<file path="config.mk">
export PLATFORM = sky130hd
export DESIGN_NAME = seq_ckt_sched
export DESIGN_NICKNAME = d
export VERILOG_FILES = /design/src/rtl/seq_ckt_pkg.sv /design/src/rtl/seq_ckt_sched_rr_arb2.sv /design/src/rtl/seq_ckt_sched.sv
export SDC_FILE = /design/constraint.sdc
export NUM_CORES = 1
export LEC_CHECK = 0
export CORE_UTILIZATION = 51
export DETAILED_ROUTE_END_ITERATION = 10
export PLACE_DENSITY = 0.82
export SKIP_LAST_GASP = 1
export SLEW_MARGIN = 15
export SYNTH_ARGS = -nofsm -noshare
export SYNTH_HDL_FRONTEND = slang
export SYNTH_SLANG_ARGS = --single-unit
export TNS_END_PERCENT = 10
</file>
<file path="constraint.sdc">
create_clock -name clk -period 4.81 [get_ports clk]
set_clock_uncertainty 0.1 [all_clocks]
set_input_delay 0.962 -clock clk [delete_from_list [all_inputs] [get_ports clk]]
set_output_delay 0.962 -clock clk [all_outputs]
set_load 0.01 [all_outputs]
</file>
<file path="src/rtl/seq_ckt_pkg.sv">
// Shared definitions for the sequential-circuit job scheduler: state encoding
// and the default widths of the hold-length counter and the Z capture register.
package seq_ckt_pkg;

   localparam int CNT_W_DEF = 4;

   // The capture register must hold one sample for each of the 2**CNT_W DRIVE cycles.
   function automatic int cap_w(input int cnt_w);
      return 2 ** cnt_w;
   endfunction

   typedef enum logic [1:0] {
      ST_IDLE  = 2'd0,
      ST_LOAD  = 2'd1,
      ST_DRIVE = 2'd2,
      ST_RESP  = 2'd3
   } state_e;

endpackage

</file>
<file path="src/rtl/seq_ckt_sched_rr_arb2.sv">
// Two-way round-robin arbiter. The pointer remembers the requester served last
// and changes only when the owner of the current grant is actually accepted.
module rr_arb2 (
   input  logic       clk,
   input  logic       rst_n,
   input  logic [1:0] req,
   input  logic       advance,
   output logic [1:0] grant
);

   logic last_q;
   logic last_d;

   always_comb begin
      grant = 2'b00;
      case (req)
         2'b01:   grant = 2'b01;
         2'b10:   grant = 2'b10;
         2'b11:   grant = last_q ? 2'b01 : 2'b10;
         default: grant = 2'b00;
      endcase
      last_d = advance ? grant[1] : last_q;
   end

   // Reset value 1 marks requester 1 as last served, so requester 0 wins first.
   always_ff @(posedge clk or negedge rst_n) begin
      if (!rst_n) begin
         last_q <= 1'b1;
      end else begin
         last_q <= last_d;
      end
   end

endmodule

</file>
<file path="src/rtl/seq_ckt_sched.sv">
// Schedules jobs from two requesters onto one shared sequential circuit: it resets
// the circuit, holds a job's {A,B,C} vector for len+1 cycles, and returns the Z history.
module seq_ckt_sched
   import seq_ckt_pkg::*;
#(
   parameter int CNT_W = CNT_W_DEF,
   parameter int CAP_W = cap_w(CNT_W)
) (
   input  logic             clk,
   input  logic             rst,
   input  logic [1:0]       req_valid,
   output logic [1:0]       req_ready,
   input  logic [2:0]       req_abc0,
   input  logic [2:0]       req_abc1,
   input  logic [CNT_W-1:0] req_len0,
   input  logic [CNT_W-1:0] req_len1,
   output logic             rsp_valid,
   input  logic             rsp_ready,
   output logic             rsp_id,
   output logic [CAP_W-1:0] rsp_z,
   output logic             dp_a,
   output logic             dp_b,
   output logic             dp_c,
   output logic             dp_rst,
   input  logic             dp_z,
   output logic [1:0]       dbg_state
);

   // Handshakes: a transfer happens on a rising edge where valid and ready are both high.
   // req_ready is the only combinational output; everything else comes from a flop.

   localparam logic [CNT_W-1:0] CNT_ONE = {{(CNT_W-1){1'b0}}, 1'b1};

   state_e           state_q, state_d;
   logic [2:0]       abc_q, abc_d;
   logic [CNT_W-1:0] len_q, len_d;
   logic [CNT_W-1:0] cnt_q, cnt_d;
   logic             id_q, id_d;
   logic [CAP_W-1:0] z_q, z_d;
   logic             rsp_valid_q, rsp_valid_d;
   logic             dp_rst_q, dp_rst_d;
   logic [2:0]       dp_abc_q, dp_abc_d;

   logic [1:0] grant;
   logic       transfer;

   rr_arb2 u_arb (
      .clk     (clk),
      .rst_n   (rst),
      .req     (req_valid),
      .advance (transfer),
      .grant   (grant)
   );

   assign req_ready = (state_q == ST_IDLE) ? grant : 2'b00;
   assign transfer  = |(req_valid & req_ready);

   always_comb begin
      state_d = state_q;
      abc_d   = abc_q;
      len_d   = len_q;
      cnt_d   = cnt_q;
      id_d    = id_q;
      z_d     = z_q;
      case (state_q)
         ST_IDLE: begin
            if (transfer) begin
               abc_d   = grant[1] ? req_abc1 : req_abc0;
               len_d   = grant[1] ? req_len1 : req_len0;
               id_d    = grant[1];
               z_d     = '0;
               state_d = ST_LOAD;
            end
         end
         ST_LOAD: begin
            cnt_d   = len_q;
            state_d = ST_DRIVE;
         end
         ST_DRIVE: begin
            z_d = {z_q[CAP_W-2:0], dp_z};
            if (cnt_q == '0) begin
               state_d = ST_RESP;
            end else begin
               cnt_d = cnt_q - CNT_ONE;
            end
         end
         ST_RESP: begin
            if (rsp_ready) begin
               state_d = ST_IDLE;
            end
         end
         default: state_d = ST_IDLE;
      endcase

      // Output flops are loaded from the next state so they line up with state_q.
      rsp_valid_d = (state_d == ST_RESP);
      dp_rst_d    = (state_d != ST_DRIVE);
      dp_abc_d    = ((state_d == ST_LOAD) || (state_d == ST_DRIVE)) ? abc_d : 3'b000;
   end

   always_ff @(posedge clk or negedge rst) begin
      if (!rst) begin
         state_q     <= ST_IDLE;
         abc_q       <= 3'b000;
         len_q       <= '0;
         cnt_q       <= '0;
         id_q        <= 1'b0;
         z_q         <= '0;
         rsp_valid_q <= 1'b0;
         dp_rst_q    <= 1'b1;
         dp_abc_q    <= 3'b000;
      end else begin
         state_q     <= state_d;
         abc_q       <= abc_d;
         len_q       <= len_d;
         cnt_q       <= cnt_d;
         id_q        <= id_d;
         z_q         <= z_d;
         rsp_valid_q <= rsp_valid_d;
         dp_rst_q    <= dp_rst_d;
         dp_abc_q    <= dp_abc_d;
      end
   end

   assign rsp_valid = rsp_valid_q;
   assign rsp_id    = id_q;
   assign rsp_z     = z_q;
   assign dp_rst    = dp_rst_q;
   assign dp_a      = dp_abc_q[2];
   assign dp_b      = dp_abc_q[1];
   assign dp_c      = dp_abc_q[0];
   assign dbg_state = state_q;

endmodule

</file>
Word-level counts from Yosys, hierarchy flattened

Cells that the tools add are included.

Flip-flop bits (word level): 36
Bits in latches: 0
RAM bits: 0
Bits in read-only memories: 0
Input port bits: 20
Output and inout port bits: 26
Logic and storage cells: 49
Memories kept: 0

Add/subtract/negate cells: 1
Multipliers: 0
Div/mod/pow operators: 0
Order comparisons: 0
Eq/ne operators: 12
Shift operators: 0
Mux-type cells: 16
Bitwise gates (word level): 1
Reduce and logical (&&, ||, !) cells: 9

Operators by type and width:

| cell                | count |
|---|---|
| $pmux 16 s2         | 1 |
| $mux 16             | 1 |
| $eq 2x2->1 const B  | 6 |
| $mux 3              | 4 |
| $mux 2              | 5 |
| $mux 4              | 2 |
| $pmux 2 s4          | 1 |
| $pmux 4 s2          | 1 |
| $eq 2x1->1 const B  | 3 |
| $pmux 2 s3          | 1 |
| $reduce_and 2->1    | 3 |
| $logic_not 4->1     | 1 |
| $ne 2x2->1 const B  | 2 |
| $reduce_bool 2->1   | 2 |
| $sub 4x1->4 const B | 1 |
| $and 2x2->2         | 1 |
| $logic_not 2->1     | 1 |
| $ne 2x1->1 const B  | 1 |
| $reduce_or 2->1     | 1 |
| $logic_or 1x1->1    | 1 |

Longest topological paths before layout

Gate-level depths: netlist of run 1.

Depth in word-level cells: 10
Gate-level depth with buffers: 8
Mapped depth without buffers: 7

Cells and area by module

From an unflattened synthesis of run 1, not the netlist that was laid out.

Cell total of the unflattened synthesis: 138
Area, all modules: 1719.1 µm²

By module, submodules not included:

| module        | times used | cells each | area each (µm²) | sequential area each (µm²) |
|---|---|---|---|---|
| seq_ckt_sched | 1          | 133        | 1655.3          | 877.1 |
| rr_arb2       | 1          | 5          | 63.8            | 26.3 |

Worst setup path after synthesis of run 1

No wires, ideal clock.

Path kind: in2out
Start: input port req_valid[1]
End: output port req_ready[1]
Data arrival time: 1464 ps
Required time: 3748 ps
Slack: 2284 ps
Stages on the path: 3
Path buffers: 1
Cells stage by stage: a21boi_1 > buf_4 > and2_1

Word-level cells in the longest chain between the ends: 3
Elaborated cells between the ends (all ways): 5
Those cells by class: eq/ne (3); mux (2)

RTL lines:

| what                                     | RTL line                    | text |
|---|---|---|
| start, declared                          | seq_ckt_sched.sv:11         | `input logic [1:0] req_valid,` |
| $eq 2x2->1 or $eq 2x1->1 (tied branches) | seq_ckt_sched_rr_arb2.sv:16 | `case (req)` |
| $pmux 2 s3 *                             | seq_ckt_sched_rr_arb2.sv:16 |  |
| $mux 2 *                                 | seq_ckt_sched.sv:55         | `assign req_ready = (state_q == ST_IDLE) ? grant : 2'b00;` |
| end, declared                            | seq_ckt_sched.sv:12         | `output logic [1:0] req_ready,` |

Mark *: on every way between the ends. The rest lies on a longest branch, timed or not.

Worst setup path in the final report of run 1

Same ends and word-level chain as after synthesis.

==> results.txt, run 1 <==
Routed Wire Length = 3.358 mm
Num CTS Buffers = 5
clock latency at the later pin of the worst-skew pair = 0.32 ns
VDD IR max = 0.0003639 V
area grow syn2layout = 30.60%
CTS Sinks = 36
Initial Util = 53.98%
Mapped Cells = 135
Post-DRT Antenna Nets = 0
post-cts sizing count = 0
Mean Syn Cell Area = 12.21 µm²
vias in the first global route = 1202
Synth Area in Adders = 2.278%
Crit Path Class = input pin to primary output
HP Class = flop to flop
WP data arrival = 2.57 ns
postcts setup bufs = 0
DRT Pass-1 Iters = 4
DIE AREA = 3462 µm²
ys flop type = dfrtp_1
Worst setup SP type = input pin
Pwr per Cell Area = 601.4 nW/µm²
Starting DRT DRC Count = 45
Post-Synth XOR/XNOR Area = 0%
RSZ-0062 raised after global routing = no
flop2flop setup slack = 2.64 ns
Port-buffer cells = 45
setup TNS = 0 ns
commonest non-fill, non-tap cell in the layout = clkdlybuf4s50_1
most frequent cells in the layout = clkdlybuf4s50_1, dfrtp_1, a21oi_1, a22o_1, mux2i_1
Longest Clk Path Bufs = 2
Die Wd = 58.84 µm
# IOs = 46
Power Total = 1.294 mW
number of remaining DRC errors = 0
Hold Violations, Final = 0
CTS tree = done
via count = 1232
HPWL after DPL = 2.476 mm
CTS root buf = clkbuf_4
clock slew seen by the registers of the worst setup and hold paths = 0.10 ns
Yosys warning count = 0
Netlist Area Pre-Place = 1648 µm²
largest net degree at the start of global routing = 37
synthesis-stage register bit count = 36
Worst-Margin Slew = 0.5795 ns
H-Tree Depth = 2
hold_buf cts = 0
Final nets = 203
layout cells sized above 1 = 11.05%
CP max FO = 8
Core Footprint = 3053 µm²
ys async rst share = 100.0%
final instance area = 2152 µm²
Worst slew margin = 61.37%
initial antenna violation count = 0
post-synthesis compound-gate area fraction = 23.77%
Final setup viols = 0
Leak = 0.9330 nW
GRT Total Usage = 21.93%
synthesized net count = 158
fin crit period = 3.631 ns
Die Y = 58.84 µm
routed length per instance = 14.92 µm
fin. max-slew vios = 0
total gr overflow = 0
distinct cell type count after synthesis = 36
row cnt = 20
mux share of post-synthesis cell area = 5.543%
DP Area = 2102 µm²
outcome = complete, no violations
GPL Wtd Cong = 0.7190
largest family of logic cells by synthesized area = compound AO/OA/AOI/OAI gates
first-pass GRT wire length = 5.520 mm
period utilization = 75.49%
Synth Area in Simple Gates = 7.973%
antenna diode count = 0
Max Cap Viol = 0
register area share after synthesis = 54.82%
number of enable flip-flop cells after synthesis = 0
Worst EP required = 3.75 ns
Vias/cell = 5.476
fmax = 275.4 MHz
CP endpoint kind = primary output
==> worst paths after layout <==
kind,start,end,depth (start not counted)
max,req_valid[1],req_ready[1],5
min in group asynchronous,rst,rsp_id,2
min,rsp_id,rsp_id,1
min reg2reg,rsp_id,rsp_id,1
max reg2reg,dbg_state[0],dp_abc_q[2],6
max in group asynchronous,rst,dp_rst,2
==> per-stage QoR <==
stage          worst slack, ns  util, %  hold slack [ns]  instances
2_1_floorplan            2.284        -           0.3781        135
3_3_place_gp             1.245    68.85           0.3686        217
3_5_place_dp             1.175    68.85           0.3707        217
4_1_cts                  1.175    70.49           0.3949        225
5_1_grt                  1.096    70.49           0.4212        225
6_report                 1.179    70.49           0.3914        225
==> power by group <==
part / leakage (nW) / internal (mW) / switching (mW)
Combinational: 0.456 / 0.317 / 0.280
Clock: 0.0293 / 0.0570 / 0.0911
Sequential: 0.447 / 0.434 / 0.114
Total: 0.933 / 0.808 / 0.486
==> critical path, cell delays in order <==
cell,delay (ns)
clkdlybuf4s50_1,0.51
a21boi_1,0.17
buf_4,0.20
and2_1,0.17
clkdlybuf4s50_1,0.56
==> registers in the layout, indices dropped and copies added, names as in the netlist <==
signal	count
u_arb.last_q	1
cnt_q	4
dp_rst	1
rsp_z	16
rsp_valid	1
dp_abc_q	3
dbg_state	2
len_q	4
abc_q	3
rsp_id	1
==> cell families (layout without fill, tap and decap cells) <==
group | Yosys count | in the layout
mux | 9 | 9
simple gates | 21 | 21
fa+ha+maj | 3 | 3
flops | 36 | 36
buf+inv | 15 | 61
compound gates | 51 | 51
==> layout make-up <==
type	instances	area [µm²]
fill	231	900.9
inverter	5	18.77
sequential	36	903.4
clock inverter	1	5.005
clock buffer	7	45.04
tap	44	55.05
multi-input combinational	84	651.9
timing repair buffer	48	473.0
==> layer usage <==
metal | global-route usage, % | up-vias | wire [µm]
met3 | 4.615 | 8 | 92
met4 | 10.54 | 0 | 66
met5 | 0 | - | 0
met1 | 27.91 | 605 | 1446
li1 | - | 590 | -
met2 | 35.71 | 29 | 1753
==> cells in the mapped netlist, drive strengths merged (2+ instances only) <==
library cell | instances | area [µm²]
a211oi | 7 | 75.07
a21oi | 18 | 90.09
a22o | 16 | 140.1
a31oi | 2 | 12.51
and2 | 2 | 15.02
buf | 10 | 73.81
dfrtp | 34 | 850.8
dfstp | 2 | 52.55
ha | 3 | 37.54
inv | 5 | 18.77
mux2i | 8 | 80.08
nand2 | 3 | 11.26
nor2 | 4 | 22.52
nor2b | 5 | 31.28
(Power assumes the default switching activity.)
==> run 2, diff against run 1 <==
--- a/config.mk
+++ b/config.mk
@@ -5,9 +5,9 @@
 export SDC_FILE = /design/constraint.sdc
 export NUM_CORES = 1
 export LEC_CHECK = 0
-export CORE_UTILIZATION = 51
+export CORE_UTILIZATION = 42
 export DETAILED_ROUTE_END_ITERATION = 10
-export PLACE_DENSITY = 0.82
+export PLACE_DENSITY = 0.72
 export SKIP_LAST_GASP = 1
 export SLEW_MARGIN = 15
 export SYNTH_ARGS = -nofsm -noshare
==> constraint.sdc (replaced) <==
create_clock -name clk -period 3.02 [get_ports clk]
set_clock_uncertainty 0.1 [all_clocks]
set_input_delay 0.604 -clock clk [delete_from_list [all_inputs] [get_ports clk]]
set_output_delay 0.604 -clock clk [all_outputs]
set_load 0.01 [all_outputs]
==> results.txt, run 2 (same netlist as run 1, synthesis figures left out) <==
number of remaining DRC errors = 0 (unchanged)
Post-DRT Antenna Nets = 0 (unchanged)
crit path from = req_valid[1]
H-Tree Depth = 2 (unchanged)
Vias/cell = 5.296 (-3.3%)
# IOs = 46 (unchanged)
Max Cap Viol = 0 (unchanged)
initial antenna violation count = 0 (unchanged)
Slowest-stage cell, CP = clkdlybuf4s50_1
Initial Util = 44.34% (-9.6 points)
Hold Violations, Final = 0 (unchanged)
most frequent cells in the layout = clkdlybuf4s50_1, dfrtp_1, a21oi_1, a22o_1, mux2i_1
CTS tree = done
Crit Path Class = input pin to primary output
GPL Wtd Cong = 0.7294 (+1.4%)
DRT Pass-1 Iters = 4 (unchanged)
via count = 1218 (-1.1%)
antenna diode count = 0 (unchanged)
Port-buffer cells = 45 (unchanged)
DIE AREA = 4178 µm² (+21%)
CP max FO = 4 (-4)
commonest non-fill, non-tap cell in the layout = clkdlybuf4s50_1
pre-CTS setup slack = 0.2725 ns (-0.9028 ns)
max FFs per register = 16 (unchanged)
fin. max-slew vios = 0 (unchanged)
hold_buf cts = 0 (unchanged)
Die Y = 64.64 µm (+9.8%)
outcome = complete, no violations
flop2flop setup slack = 0.81 ns (-1.83 ns)
filler cell count = 312 (+35%)
layout cells sized above 1 = 12.64% (+1.6 points)
Worst EP required = 2.32 ns (-1.43 ns)
hold_sp = rsp_id
Final WS setup = 0.2651 ns (-0.9137 ns)
Starting DRT DRC Count = 89 (+98%)
Worst setup SP type = input pin
clock slew seen by the registers of the worst setup and hold paths = 0.07 ns (-0.03 ns)
Worst-Margin Slew = 0.5876 ns (+0.008073 ns)
WP data arrival = 2.05 ns (-0.52 ns)
Routed Wire Length = 3.589 mm (+6.9%)
Final setup viols = 0 (unchanged)
Final nets = 204 (+0.49%)
clock latency at the later pin of the worst-skew pair = 0.28 ns (-0.04 ns)
r2r startpoint = dbg_state[0]
most used cell, CP = clkdlybuf4s50_1
total gr overflow = 0 (unchanged)
Core Footprint = 3716 µm² (+22%)
period utilization = 91.22%
CTS Sinks = 36 (unchanged)
row cnt = 22 (+10%)
largest net degree at the start of global routing = 37 (unchanged)
Num CTS Buffers = 5 (unchanged)
vias in the first global route = 1303 (+8.4%)
RSZ-0062 raised after global routing = no
CTS root buf = clkbuf_8
crit-path max cell delay = 0.54 ns (-0.02 ns)
fin crit period = 2.755 ns
VDD IR max = 0.0005969 V (+64%)
fmax = 363.0 MHz
post-cts sizing count = 0 (unchanged)
worst r2r dst = dp_abc_q[2]
GRT Total Usage = 19.76% (-2.2 points)
Leak = 0.9623 nW (+3.1%)
Worst Setup EP = req_ready[1]
first-pass GRT wire length = 6.223 mm (+13%)
Worst R2R Path Depth = 6 (unchanged)
HPWL after DPL = 2.516 mm (+1.6%)
HP Class = flop to flop
Worst slew margin = 60.83% (-0.54 points)
postcts setup bufs = 0 (unchanged)
Longest Clk Path Bufs = 2 (unchanged)
CP endpoint kind = primary output
Pwr per Cell Area = 1010 nW/µm² (+68%)
setup TNS = 0 ns (unchanged)
routed length per instance = 15.60 µm (+4.6%)
crit-path cells = clkdlybuf4s50_1 > a21boi_1 > and2_1 > clkdlybuf4s50_1
area grow syn2layout = 35.08%
Die Wd = 64.64 µm (+9.8%)
-- run 2: worst min path at each step --
stage                to  cells after the start
2_1_floorplan  abc_q[0]                      0
3_3_place_gp     rsp_id                      1
4_1_cts          rsp_id                      1
5_1_grt          rsp_id                      1
6_report         rsp_id                      1
3_5_place_dp     rsp_id                      1
-- run 2: per-stage QoR --
step | util, % | cell area, µm² | cells | power (mW) | hold WS (ns)
2_1_floorplan | - | 1648 | 135 | 1.461 | 0.2084
3_3_place_gp | 56.90 | 2115 | 222 | 1.794 | 0.3648
3_5_place_dp | 56.90 | 2115 | 222 | 1.841 | 0.3732
4_1_cts | 59.90 | 2226 | 230 | 2.271 | 0.3900
5_1_grt | 59.90 | 2226 | 230 | 2.407 | 0.4365
6_report | 59.90 | 2226 | 230 | 2.249 | 0.3851
-- run 2: area by class of cell --
type                    count  area [µm²]  share of cell area, %
clock buffers               5       68.82                  3.092
repair buffers             49       480.5                  21.59
inverters                   5       18.77                 0.8432
clock inverters             3       42.54                  1.911
flip-flops and latches     36       903.4                  40.58
well taps                  48       60.06                  2.698
multi-input cells          84       651.9                  29.29
-- run 2: metal layers --
layer  GRT usage (%)  wire [µm]  part of all wire, %  vias up
met3           5.634        120                  3.3        2
met1           25.49       1571                   44      615
li1                -          -                    -      583
met2           32.63       1884                   52       18
met4           5.000         13                 0.36        0
met5               0          0                    0        -
-- run 2: power breakdown --
group,switching (mW),internal (mW)
Sequential,0.187,0.693
Clock,0.165,0.244
Combinational,0.454,0.506
Total,0.806,1.44
-- run 2: critical path: cells and delay by family --
kind                   cells  cell delay [ns]
AO/OA/AOI/OAI              1             0.21
buffers and inverters      2             1.06
AND/OR/NAND/NOR            1             0.18
==> RTL change 1, RTL diff (settings of run 1) <==
The package constant `CNT_W_DEF` goes from 4 to 6.
--- a/src/rtl/seq_ckt_pkg.sv
+++ b/src/rtl/seq_ckt_pkg.sv
@@ -4,3 +4,3 @@
 
-   localparam int CNT_W_DEF = 4;
+   localparam int CNT_W_DEF = 6;
 
Ports: changed (resized req_len0, req_len1 and rsp_z); port bits go from 46 to 98. No check against the original RTL was run, so the function may have changed too.
==> RTL change 1 against run 1 <==
Total power grew to 2.6 times the old value; final area is 130% higher; critical path depth is 1 lower; setup slack gained 0.14 ns; synthesized cell count rose to 3.0 times the old value; largest power group unchanged; sequential cell count grew 52; clock power rose to 3.9 times the old value; critical endpoint is now req_ready[0]; area after synthesis is 130% higher; routed wire length rose by 150%; critical path type is now flip-flop to output pin.
==> RTL change 1: results (changes against run 1) <==
stage,metric,value,unit,change
synthesis,most frequent cells after synthesis,"nand2_1, dfrtp_1, o21ai_1",,
finish,post-layout instance count excluding filler cells,586,,+160%
setup_path,path depth of the worst reg2reg path,5,,-1
clocking,clock input transition at the sequential cells of the worst setup and hold paths,0.08,ns,-0.02 ns
setup_path,CP Data Arrival Time,2.43,ns,-0.14 ns
power,maximum VDD drop,0.424,mV,+16%
grt,Global Route met1 Usage,29.8,%,+1.9 points
synthesis,net count after synthesis,431,,+170%
synthesis,distinct cell type count of the synthesized netlist,40,,+11%
finish,flip-flop count of the largest register after layout,64,,+48
run_status,outcome,finished clean,,
route,average detailed-routed wire length per instance,14.1,µm,-5.9%
synthesis,XOR/XNOR share of the synthesized area,0,%,unchanged
grt,combined global-route utilization of all metal layers,23.2,%,+1.3 points
place,routability congestion estimate,0.748,,+4.0%
place,placed insts,571,,+160%
grt,number of antenna violations at the first check in global routing,0,,unchanged
setup_path,end of the worst register-to-register path,rsp_valid$_DFF_PN0_,,
place,post-detail-place hpwl,5.30,mm,+110%
grt,via count of the first global-routing pass,2957,,+150%
synthesis,synth warn,0,,unchanged
route,detailed router's first-iteration violation count,208,,+360%
clocking,setup fix buffers added after clock tree synthesis,0,,unchanged
timing,worst slack on hold paths,0.404,ns,+0.0128 ns
finish,count of antenna diodes in the layout,0,,unchanged
setup_path,launch instance of the worst register-to-register path,dbg_state[1]$_DFF_PN0_,,
synthesis,most area-consuming cells after synthesis,"dfrtp_1, nand2_1, o21ai_1",,
route,vias per inst,5.33,,-2.6%
min_path,end point of the worst hold path,rsp_id$_DFFE_PN0P_,,
clocking,Resize count post-CTS,0,,unchanged
setup_path,"Max FO, Critical Path",20,,+12
timing,worst slew margin relative to its limit,46.2,%,-15 points
synthesis,"Seq/Total Area, Yosys",58.6,%,+3.8 points
synthesis,"arithmetic-cell share of the synthesized area counting full adders, half adders and majority gates",0.998,%,-1.3 points
setup_path,FF-to-FF setup slack,2.09,ns,-0.55 ns
finish,ratio of cells with drive above 1 in the final layout,5.51,%,-5.5 points
clocking,clk_lat worst skew,0.36,ns,+0.04 ns
grt,met2 layer usage reported by global route,38.2,%,+2.5 points
route,number of optimization iterations in the first detailed-route pass,4,,unchanged
place,number of buffers inserted by port buffering,97,,+120%
synthesis,dominant synthesized flop cell,dfrtp_1,,
clocking,number of buffers added by the clock tree synthesis step,9,,+4
synthesis,Syn Area/Cell,9.31,µm²,-24%
power,leakage power,0.00210,µW,+130%
clocking,Max clock buf depth,2,,unchanged
synthesis,complex-gate fraction of the synthesized area,16.2,%,-7.6 points
grt,maximum number of pins on one net before global-route repair,89,,+140%
grt,global-route track usage on met3,6.13,%,+1.5 points
clocking,number of H-tree branching levels,3,,+1
grt,first-pass GRT wire length,13.8,mm,+150%
synthesis,multiplexer fraction of the synthesized cell area,2.39,%,-3.1 points
synthesis,"Async S/R FF share, synth",100,%,unchanged
finish,"Net count, final",513,,+150%
finish,Fillers,527,,+130%
clocking,clock root buffer,clkbuf_8,,
clocking,cts hold-fix bufs,0,,unchanged
min_path,type of the tightest min-delay check,flip-flop to flip-flop,,
[RTL change 1: cell types whose count changed in the layout (fill, tap and decap cells not counted), moves of 4 or more]
cell | run 1 | this run
a211oi_1 | 4 | 8
a22o_1 | 16 | 2
clkbuf_4 | 5 | 0
clkbuf_8 | 0 | 11
clkdlybuf4s50_1 | 45 | 96
dfrtp_1 | 34 | 86
nand2_1 | 3 | 133
o21ai_1 | 0 | 64
[RTL change 1: how the worst max path moves through the flow]
stage,from,end,slack (ns),depth (start not counted)
2_1_floorplan,req_valid[1],req_ready[1],2.20,3
3_3_place_gp,req_valid[1],req_ready[1],1.43,4
3_5_place_dp,req_valid[1],req_ready[1],1.39,4
4_1_cts,dbg_state[1]$_DFF_PN0_,req_ready[0],1.32,4
5_1_grt,dbg_state[1]$_DFF_PN0_,req_ready[0],1.09,4
6_report,dbg_state[1]$_DFF_PN0_,req_ready[0],1.32,4
[RTL change 1: stage by stage]
| step | power (µW) | cell area, µm² | util (%) | setup WS (ns) |
|---|---|---|---|---|
| 6_report | 3330 | 5000 | 72.0 | 1.32 |
| 4_1_cts | 3360 | 4990 | 71.9 | 1.32 |
| 5_1_grt | 3560 | 5000 | 72.0 | 1.09 |
| 3_3_place_gp | 2730 | 4760 | 68.6 | 1.43 |
| 2_1_floorplan | 2060 | 3760 | - | 2.20 |
| 3_5_place_dp | 2780 | 4760 | 68.6 | 1.39 |
[RTL change 1: per-layer routing]
metal | up-vias | share of wire (%)
met3 | 8 | 6.8
met1 | 1493 | 43
met4 | 0 | 0.94
met2 | 111 | 50
li1 | 1514 | -
met5 | - | 0
[RTL change 1: area by class of cell]
type	instances	area share (%)
Clock buffer	11	3.03
Clock inverter	4	1.55
Inverter	5	0.376
Multi-Input combinational cell	281	28.5
Sequential cell	88	44.1
Tap cell	96	2.40
Timing Repair Buffer	101	20.1
[RTL change 1: report_power, final]
| group | leakage [µW] | switching [µW] | internal [µW] |
|---|---|---|---|
| sequential | 0.00116 | 277 | 1060 |
| combinational | 0.000832 | 744 | 683 |
| clock | 0.000116 | 250 | 320 |
[RTL change 1: cell families (layout without fill, tap and decap cells)]
kind of cell,Yosys count,after routing
adder cells (fa/ha/maj),3,3
buffers and inverters,35,121
multiplexers,9,9
AND/OR/NAND/NOR,161,161
flip-flops,88,88
AO/OA/AOI/OAI,108,108
[RTL change 1: critical path, stage by stage (launching register included)]
cell	delay, ns
dfrtp_1	0.62
nor2_2	0.61
nand2_1	0.17
nor2_1	0.13
clkdlybuf4s50_1	0.54
==> RTL change 2, RTL diff (flow settings as in run 1) <==
Made on the original files. Register the output `dbg_state` once more; this adds one clock of latency there. The other outputs are not delayed to match.
--- a/src/rtl/seq_ckt_sched.sv
+++ b/src/rtl/seq_ckt_sched.sv
@@ -131,3 +131,5 @@
    assign dp_c      = dp_abc_q[0];
-   assign dbg_state = state_q;
+   always_ff @(posedge clk) begin
+      dbg_state <= state_q;
+   end
 
Function: changed (a bounded check fails within 4 cycles, from zero or initial values and one cycle with rst low).
==> RTL change 2 against run 1 <==
Sequential power rose by 5.1%; first-iteration DRC count grew 47%; count of clock-buffer cells in the layout fell by 2; synthesized cell count grew 1.5%; maximum frequency increased by 4.7%; critical endpoint unchanged; total power is 7.4% higher; final area increased by 3.4%; critical path type unchanged; non-clock buffer count stayed put; sequential cell count is 2 higher; routed wire length up 1.8%; area after synthesis is 2.4% higher; setup slack improved by 0.16 ns.
==> RTL change 2: results (changes against run 1) <==
stage,metric,value,unit,change
setup_path,"Max FO, Critical Path",4,,-4
synthesis,"Seq/Total Area, Yosys",55.9,%,+1.1 points
power,internal power,883,µW,+9.3%
grt,combined global-route utilization of all metal layers,21.3,%,-0.59 points
place,dpl ws,1.35,ns,+0.178 ns
place,placed insts,219,,+0.92%
min_path,Hold Crit Depth,1,,unchanged
finish,Fillers,245,,+6.1%
run_status,outcome,finished clean,,
synthesis,multiplexer fraction of the synthesized cell area,5.41,%,-0.13 points
synthesis,most area-consuming cells after synthesis,"dfrtp_1, a22o_1, a21oi_1",,
synthesis,distinct cell type count of the synthesized netlist,37,,+2.8%
place,routability congestion estimate,0.800,,+11%
clocking,Max clock buf depth,2,,unchanged
synthesis,Gate Count Post-Synth,137,,+1.5%
grt,number of antenna violations at the first check in global routing,0,,unchanged
route,Post-Route WL,3.42,mm,+1.8%
setup_path,FF-to-FF setup slack,2.61,ns,-0.03 ns
synthesis,XOR/XNOR share of the synthesized area,0,%,unchanged
clocking,clk_lat worst skew,0.34,ns,+0.02 ns
place,post-detail-place hpwl,2.36,mm,-4.7%
grt,Overflow after GRT,0,,unchanged
synthesis,complex-gate fraction of the synthesized area,23.2,%,-0.56 points
synthesis,"Async S/R FF share, synth",94.7,%,-5.3 points
setup_path,path depth of the worst reg2reg path,6,,unchanged
clocking,number of H-tree branching levels,2,,unchanged
route,detailed router's first-iteration violation count,66,,+47%
place,Placed Area,2140,µm²,+1.9%
finish,flip-flop count of the largest register after layout,16,,unchanged
route,average detailed-routed wire length per instance,15.1,µm,+0.89%
min_path,beginning of the worst hold path,rsp_id$_DFFE_PN0P_,,
clocking,Resize count post-CTS,0,,unchanged
route,vias per inst,5.50,,+0.41%
synthesis,net count after synthesis,160,,+1.3%
clocking,number of buffers added by the clock tree synthesis step,5,,unchanged
setup_path,launch instance of the worst register-to-register path,state_q[0]$_DFF_PN0_,,
place,number of buffers inserted by port buffering,45,,unchanged
finish,ratio of cells with drive above 1 in the final layout,12.0,%,+0.97 points
synthesis,"arithmetic-cell share of the synthesized area counting full adders, half adders and majority gates",2.22,%,-0.054 points
grt,via count of the first global-routing pass,1152,,-4.2%
finish,combined area of the multi-input logic cells,652,µm²,unchanged
timing,worst slack on hold paths,0.407,ns,+0.0152 ns
power,leakage power,0.000958,µW,+2.7%
setup_path,CP Data Arrival Time,2.41,ns,-0.16 ns
clocking,cts hold-fix bufs,0,,unchanged
power,maximum VDD drop,0.304,mV,-17%
synthesis,most frequent cells after synthesis,"dfrtp_1, a21oi_1, a22o_1",,
timing,worst-margin pin slew,0.614,ns,+0.0347 ns
clocking,clock root buffer,clkbuf_4,,
setup_path,end of the worst register-to-register path,dp_abc_q[2]$_DFF_PN0_,,
grt,first-pass GRT wire length,5.42,mm,-1.8%
setup_path,Critical path origin,req_valid[1],,
finish,"Net count, final",205,,+0.99%
clocking,clock input transition at the sequential cells of the worst setup and hold paths,0.12,ns,+0.02 ns
RTL change 2: area by class of cell:
type	count	share of cell area, %
repair buffers	48	21.3
clock buffers	5	1.69
well taps	44	2.47
multi-input cells	84	29.3
inverters	5	0.844
flip-flops and latches	38	42.4
clock inverters	3	2.02
RTL change 2: worst max path at each step:
stage / end / slack [ns] / depth (start not counted)
2_1_floorplan: req_ready[1] / 2.28 / 3
6_report: req_ready[1] / 1.34 / 4
4_1_cts: req_ready[1] / 1.34 / 4
3_3_place_gp: req_ready[1] / 1.37 / 4
5_1_grt: req_ready[1] / 1.28 / 4
3_5_place_dp: req_ready[1] / 1.35 / 4
RTL change 2: power by group through the flow:
stage / registers, µW / logic, µW / clock network, µW
4_1_cts: 575 / 602 / 222
5_1_grt: 594 / 654 / 238
6_report: 576 / 596 / 219
2_1_floorplan: 571 / 372 / 0
3_5_place_dp: 578 / 598 / 0
3_3_place_gp: 572 / 576 / 0
RTL change 2: cell families after synthesis:
logic type,count (synthesis)
muxes,9
AOI/OAI and AO/OA,51
DFF,38
and+or+nand+nor,21
adders and majority gates,3
buffers and inverters,15
RTL change 2: per-layer routing:
metal | up-vias | share of wire, % | GRT usage, %
li1 | 588 | - | -
met1 | 625 | 45 | 27.9
met2 | 29 | 50 | 34.3
met5 | - | 0 | 0
met4 | 0 | 1.2 | 6.98
met3 | 6 | 3.9 | 5.90
RTL change 2: worst max-delay path, stage by stage:
cell and delay [ns]:
clkdlybuf4s50_1 0.52, a21boi_1 0.21, and2_1 0.17, clkdlybuf4s50_1 0.54
